<file path="src/rtl/traffic_light_fsm_if.sv">
// traffic_light_fsm_if: inputs and registered outputs of the
// intersection sequencer, grouped for port connection.
interface traffic_light_fsm_if;
  logic       tick;
  logic       ped_req;
  logic       flash_en;
  logic [2:0] ns_light;
  logic [2:0] ew_light;
  logic       walk;
  logic       ped_pending;
  logic [2:0] state;
  logic [7:0] remaining;

  modport master (
    output tick, ped_req, flash_en,
    input  ns_light, ew_light, walk,
    input  ped_pending, state, remaining
  );

  modport slave (
    input  tick, ped_req, flash_en,
    output ns_light, ew_light, walk,
    output ped_pending, state, remaining
  );
endinterface

</file>
<file path="src/rtl/traffic_light_fsm.sv">
// traffic_light_fsm: tick-driven two-way intersection sequencer
// with latched pedestrian walk and flashing-red override.
module traffic_light_fsm #(
  parameter int GREEN_TICKS   = 50,
  parameter int YELLOW_TICKS  = 20,
  parameter int ALL_RED_TICKS = 10,
  parameter int WALK_TICKS    = 40,
  parameter int FLASH_TICKS   = 5
) (
  input  logic                clk,
  input  logic                reset,
  traffic_light_fsm_if.slave  bus
);

  typedef enum logic [2:0] {
    NS_GREEN  = 3'd0,
    NS_YELLOW = 3'd1,
    ALL_RED_A = 3'd2,
    EW_GREEN  = 3'd3,
    EW_YELLOW = 3'd4,
    ALL_RED_B = 3'd5,
    PED_WALK  = 3'd6,
    FLASH     = 3'd7
  } state_t;

  localparam logic [7:0] G_LD = 8'(GREEN_TICKS - 1);
  localparam logic [7:0] Y_LD = 8'(YELLOW_TICKS - 1);
  localparam logic [7:0] R_LD = 8'(ALL_RED_TICKS - 1);
  localparam logic [7:0] W_LD = 8'(WALK_TICKS - 1);
  localparam logic [7:0] F_LD = 8'(FLASH_TICKS - 1);

  state_t     state_q, state_d;
  logic [7:0] timer_q, timer_d;
  logic       pend_q, pend_d;
  // next_dir: 1 = EW green follows the walk, 0 = NS green
  logic       dir_q, dir_d;
  logic       lit_q, lit_d;
  logic [2:0] ns_q, ns_d;
  logic [2:0] ew_q, ew_d;
  logic       walk_q, walk_d;

  function automatic logic [7:0] load(state_t s);
    logic [7:0] v;
    v = G_LD;
    case (s)
      NS_GREEN,
      EW_GREEN:  v = G_LD;
      NS_YELLOW,
      EW_YELLOW: v = Y_LD;
      ALL_RED_A,
      ALL_RED_B: v = R_LD;
      PED_WALK:  v = W_LD;
      FLASH:     v = F_LD;
      default:   v = G_LD;
    endcase
    return v;
  endfunction

  // State, timer, request latch and registered light outputs
  always_ff @(posedge clk) begin
    if (reset) begin
      state_q <= NS_GREEN;
      timer_q <= G_LD;
      pend_q  <= 1'b0;
      dir_q   <= 1'b1;
      lit_q   <= 1'b1;
      ns_q    <= 3'b001;
      ew_q    <= 3'b100;
      walk_q  <= 1'b0;
    end else begin
      state_q <= state_d;
      timer_q <= timer_d;
      pend_q  <= pend_d;
      dir_q   <= dir_d;
      lit_q   <= lit_d;
      ns_q    <= ns_d;
      ew_q    <= ew_d;
      walk_q  <= walk_d;
    end
  end

  // Next state, timer and the Moore decode of the next state
  always_comb begin
    state_d = state_q;
    timer_d = timer_q;
    pend_d  = pend_q;
    dir_d   = dir_q;
    lit_d   = lit_q;
    ns_d    = 3'b100;
    ew_d    = 3'b100;
    walk_d  = 1'b0;

    if (bus.flash_en && state_q != FLASH) begin
      state_d = FLASH;
      timer_d = F_LD;
      lit_d   = 1'b1;
    end else if (!bus.flash_en && state_q == FLASH) begin
      state_d = ALL_RED_B;
      timer_d = R_LD;
    end else if (bus.tick) begin
      if (timer_q != 8'd0) begin
        timer_d = timer_q - 8'd1;
      end else begin
        unique case (state_q)
          NS_GREEN:  state_d = NS_YELLOW;
          NS_YELLOW: state_d = ALL_RED_A;
          ALL_RED_A: state_d = pend_q ? PED_WALK : EW_GREEN;
          EW_GREEN:  state_d = EW_YELLOW;
          EW_YELLOW: state_d = ALL_RED_B;
          ALL_RED_B: state_d = pend_q ? PED_WALK : NS_GREEN;
          PED_WALK:  state_d = dir_q ? EW_GREEN : NS_GREEN;
          FLASH:     lit_d   = ~lit_q;
          default:   state_d = NS_GREEN;
        endcase
        timer_d = load(state_d);
      end
    end

    if (state_d == PED_WALK && state_q != PED_WALK) begin
      dir_d  = (state_q == ALL_RED_A);
      pend_d = 1'b0;
    end else if (bus.ped_req && state_q != PED_WALK) begin
      pend_d = 1'b1;
    end

    unique case (state_d)
      NS_GREEN:  ns_d = 3'b001;
      NS_YELLOW: ns_d = 3'b010;
      EW_GREEN:  ew_d = 3'b001;
      EW_YELLOW: ew_d = 3'b010;
      PED_WALK:  walk_d = 1'b1;
      FLASH: begin
        ns_d = {lit_d, 2'b00};
        ew_d = {lit_d, 2'b00};
      end
      default: ;
    endcase
  end

  assign bus.state       = state_q;
  assign bus.remaining   = timer_q;
  assign bus.ped_pending = pend_q;
  assign bus.ns_light    = ns_q;
  assign bus.ew_light    = ew_q;
  assign bus.walk        = walk_q;

endmodule

</file>
<file path="src/flat_wrapper.sv">
// flat-port wrapper written by rule: the top's interface ports become plain ports
module traffic_light_fsm_flat 
#(
  parameter int GREEN_TICKS   = 50,
  parameter int YELLOW_TICKS  = 20,
  parameter int ALL_RED_TICKS = 10,
  parameter int WALK_TICKS    = 40,
  parameter int FLASH_TICKS   = 5
)
  (clk, reset, bus_tick, bus_ped_req, bus_flash_en, bus_ns_light, bus_ew_light, bus_walk, bus_ped_pending, bus_state, bus_remaining);
  traffic_light_fsm_if bus_i ();
  input  logic clk;
  input  logic reset;
  input wire logic [$bits(bus_i.tick)-1:0] bus_tick;
  input wire logic [$bits(bus_i.ped_req)-1:0] bus_ped_req;
  input wire logic [$bits(bus_i.flash_en)-1:0] bus_flash_en;
  output wire logic [$bits(bus_i.ns_light)-1:0] bus_ns_light;
  output wire logic [$bits(bus_i.ew_light)-1:0] bus_ew_light;
  output wire logic [$bits(bus_i.walk)-1:0] bus_walk;
  output wire logic [$bits(bus_i.ped_pending)-1:0] bus_ped_pending;
  output wire logic [$bits(bus_i.state)-1:0] bus_state;
  output wire logic [$bits(bus_i.remaining)-1:0] bus_remaining;
  assign bus_i.tick = bus_tick;
  assign bus_i.ped_req = bus_ped_req;
  assign bus_i.flash_en = bus_flash_en;
  assign bus_ns_light = bus_i.ns_light;
  assign bus_ew_light = bus_i.ew_light;
  assign bus_walk = bus_i.walk;
  assign bus_ped_pending = bus_i.ped_pending;
  assign bus_state = bus_i.state;
  assign bus_remaining = bus_i.remaining;
  traffic_light_fsm #(.GREEN_TICKS(GREEN_TICKS), .YELLOW_TICKS(YELLOW_TICKS), .ALL_RED_TICKS(ALL_RED_TICKS), .WALK_TICKS(WALK_TICKS), .FLASH_TICKS(FLASH_TICKS)) u_core (.clk(clk), .reset(reset), .bus(bus_i));
endmodule
</file>
<file path="config.mk">
export PLATFORM = sky130hd
export DESIGN_NAME = traffic_light_fsm_flat
export DESIGN_NICKNAME = d
export VERILOG_FILES = /design/src/rtl/traffic_light_fsm_if.sv /design/src/rtl/traffic_light_fsm.sv /design/src/flat_wrapper.sv
export SDC_FILE = /design/constraint.sdc
export NUM_CORES = 1
export LEC_CHECK = 0
export CAP_MARGIN = 20
export CORE_AREA = 2 2 54 56
export DETAILED_ROUTE_END_ITERATION = 8
export DIE_AREA = 0 0 56 58
export PLACE_DENSITY = 0.72
export SYNTH_ARGS = -nofsm -noshare
export SYNTH_HDL_FRONTEND = slang
export SYNTH_SLANG_ARGS = --single-unit
</file>
<file path="constraint.sdc">
create_clock -name clk -period 2.95 [get_ports clk]
set_clock_uncertainty 0.2 [all_clocks]
set_input_delay 0.59 -clock clk [delete_from_list [all_inputs] [get_ports clk]]
set_output_delay 0.59 -clock clk [all_outputs]
set_load 0.02 [all_outputs]
</file>
==> flow_summary.toml <==
[outcome]
run_status = "completed"

[timing]
hold_violations = 0
fmax_mhz = 400
rsz0062_at_grt = "no"
slew_violations = 0
slew_headroom_pct = 61.3
holdWs_ps = 344
min_period_over_period_pct = 84.7
fin_crit_ps = 2500
setup_viol = 0
worst_pin_slew_ps = 579
tns_ps = 0

[drt]
wl_per_cell_um = 14.4
vias = 1231
routed_via_density = 5.81
ant_nets = 0
drt_first_pass_iters = 4
drt_wl_total_um = 3050
drtIter0Drc = 34
drc = 0

[die]
die_y_um = 58
dieArea_um2 = 3250
start_util_pct = 48.0
die_w_um = 56
rows = 19
core_area_um2 = 2660
pin_count = 24

[synthesis]
ys.flop_type = "dfxtp_1"
syn_inst = 158
seq_area_frac_synth_pct = 32.9
async_flop_share_pct = 0
ys_types = 54
yosysWarnings = 0
synth.net_count = 168
synth_edf_count = 0
yosys_register_bits = 21
syn-cell-area_um2 = 1280
postSynthAreaPerCell_um2 = 8.09

[global_route]
grt_pass1_vias = 1136
grt_pass1_wl_um = 5360
grt_overflow_total = 0
antenna_found_initial = 0
grt_start_max_net_pins = 19
grtUsageTotal_pct = 20.6

[clocking]
insertion_delay_ps = 320
post_cts_buffers = 0
path_clk_slew_ps = 140
cts_root_buf = "clkbuf_4"
cts_buffers = 3
hold_buffers = 0
cts.sinks = 21
htreeDepth = 1
cts.repair.resized = 0
clock_path_buffers = 2
tritoncts = "built"

[setup_path]
path_cells = "and3_1 -> xnor2_2 -> buf_4 -> o211a_1 -> or2_4 -> o21bai_1 -> a221o_1"
cp-start-kind = "flop"
crit_path_end_kind = "flop"
worstPathRequired_ps = 2980
arrival_ps = 2530
path_max_fanout = 15
max_stage_delay_ps = 640
crit_type = "flop to flop"
crit_path_top_delay_cell = "dfxtp_1"

[worst_hold_path]
hp-class = "flop to flop"

[placed_design]
gp_congestion = 0.818
place_area_um2 = 1540
placement.io_buffers = 23
dp_hpwl_um = 2240

[finish]
final_layout_size_suffix_gt1_share_pct = 11.6
stdcell_area_um2 = 1570
seq_area_um2 = 420
final_nets = 192
post-route-util_pct = 59.0
area.growth.synth_to_final_pct = 22.8
nFillCells = 272
antenna_cells = 0
multi_input_area_um2 = 790

[power_and_ir_drop]
ir_drop_v = 0.000381
total_power_mw = 0.688
power_density_nw_per_um2 = 438
leakage_nw = 0.614

[job]
max_cap_violations = 0
[synth_stat cells (2+ instances only)]
cell type | count | area (µm²)
a31oi_1 | 3 | 18.8
a211oi_1 | 2 | 15.0
inv_1 | 8 | 30.0
nor3_1 | 6 | 30.0
dfxtp_1 | 21 | 420
o211ai_1 | 2 | 15.0
nand3_1 | 7 | 35.0
nand2_1 | 13 | 48.8
xor2_1 | 2 | 17.5
buf_2 | 3 | 15.0
nand2b_1 | 4 | 25.0
nor3b_1 | 2 | 15.0
a21oi_1 | 12 | 60.1
o21ai_0 | 8 | 40.0
o21bai_1 | 3 | 22.5
nor2_1 | 16 | 60.1
xnor2_1 | 2 | 17.5
o21ai_1 | 2 | 10.0
clkbuf_1 | 3 | 11.3
ha_1 | 5 | 62.6
[worst max-delay path: cells and delay by family (launching register included)]
kind	cells	cell delay [ps]
flip-flops	1	640
AND/OR/NAND/NOR	2	680
buffers and inverters	1	160
XOR/XNOR	1	110
AO/OA/AOI/OAI	3	630
[metrics by stage]
step | instances | setup WS [ps]
2_1_floorplan | 158 | 590
3_3_place_gp | 208 | 155
3_5_place_dp | 208 | 134
4_1_cts | 212 | 463
5_1_grt | 212 | 299
6_report | 212 | 450
[power breakdown]
group / internal [mW] / total [mW] / leakage (nW) / switching, mW
logic: 0.0984 / 0.209 / 0.423 / 0.110
clock network: 0.0507 / 0.148 / 0.0177 / 0.0968
registers: 0.302 / 0.331 / 0.174 / 0.0295
[state kept, by name (all words and copies together) (netlist names)]
name / flops
u_core.bus.ew_light: 3
u_core.bus.remaining: 8
u_core.bus.ns_light: 3
u_core.dir_q: 1
u_core.bus.ped_pending: 1
u_core.bus.walk: 1
u_core.lit_q: 1
u_core.bus.state: 3
[layout make-up]
type                       instances  area share [%]
multi-input combinational        120            50.3
sequential                        21            26.8
timing repair buffer              27            16.6
tap                               31            2.47
inverter                           9            2.15
clock buffer                       3            1.43
clock inverter                     1           0.319
[routing by layer]
layer,share of wire [%],up-vias,track usage (%)
met2,45,43,32.6
met1,48,568,28.2
met3,4.6,8,3.35
met5,0,-,0
met4,2.1,0,8.16
li1,-,612,-
[cells in the final DEF, fill, tap and decap left out, types with 2 or more instances in the layout]
cell             count
nor3b_1              2
nand3_1              7
clkbuf_4             3
inv_1                8
xnor2_1              2
clkdlybuf4s50_1     23
o211ai_1             2
a21oi_1             12
ha_1                 5
dfxtp_1             21
nand2b_1             4
o21ai_1              2
buf_4                4
o21ai_0              8
nand2_1             13
nor2_1              16
a211oi_1             2
a31oi_1              3
nor3_1               6
o21bai_1             3
xor2_1               2
[final timing paths]
check	end	from	slack, ps	cells after the start
max reg2reg	u_core.bus.ew_light[2]$_SDFF_PP1_	u_core.bus.state[1]$_SDFF_PP0_	450	7
min reg2reg	u_core.dir_q$_SDFFE_PP1P_	u_core.dir_q$_SDFFE_PP1P_	340	2
min	u_core.dir_q$_SDFFE_PP1P_	u_core.dir_q$_SDFFE_PP1P_	340	2
max	u_core.bus.ew_light[2]$_SDFF_PP1_	u_core.bus.state[1]$_SDFF_PP0_	450	7
[logic make-up after synthesis]
family / Yosys count / share of synthesized area, %
simple gates: 61 / 26.1
compound gates: 47 / 24.8
flops: 21 / 32.9
buf+inv: 17 / 5.38
xor+xnor: 5 / 4.01
fa+ha+maj: 5 / 4.89
mux: 2 / 1.96
Note: power is estimated with default switching activity, not from simulation.
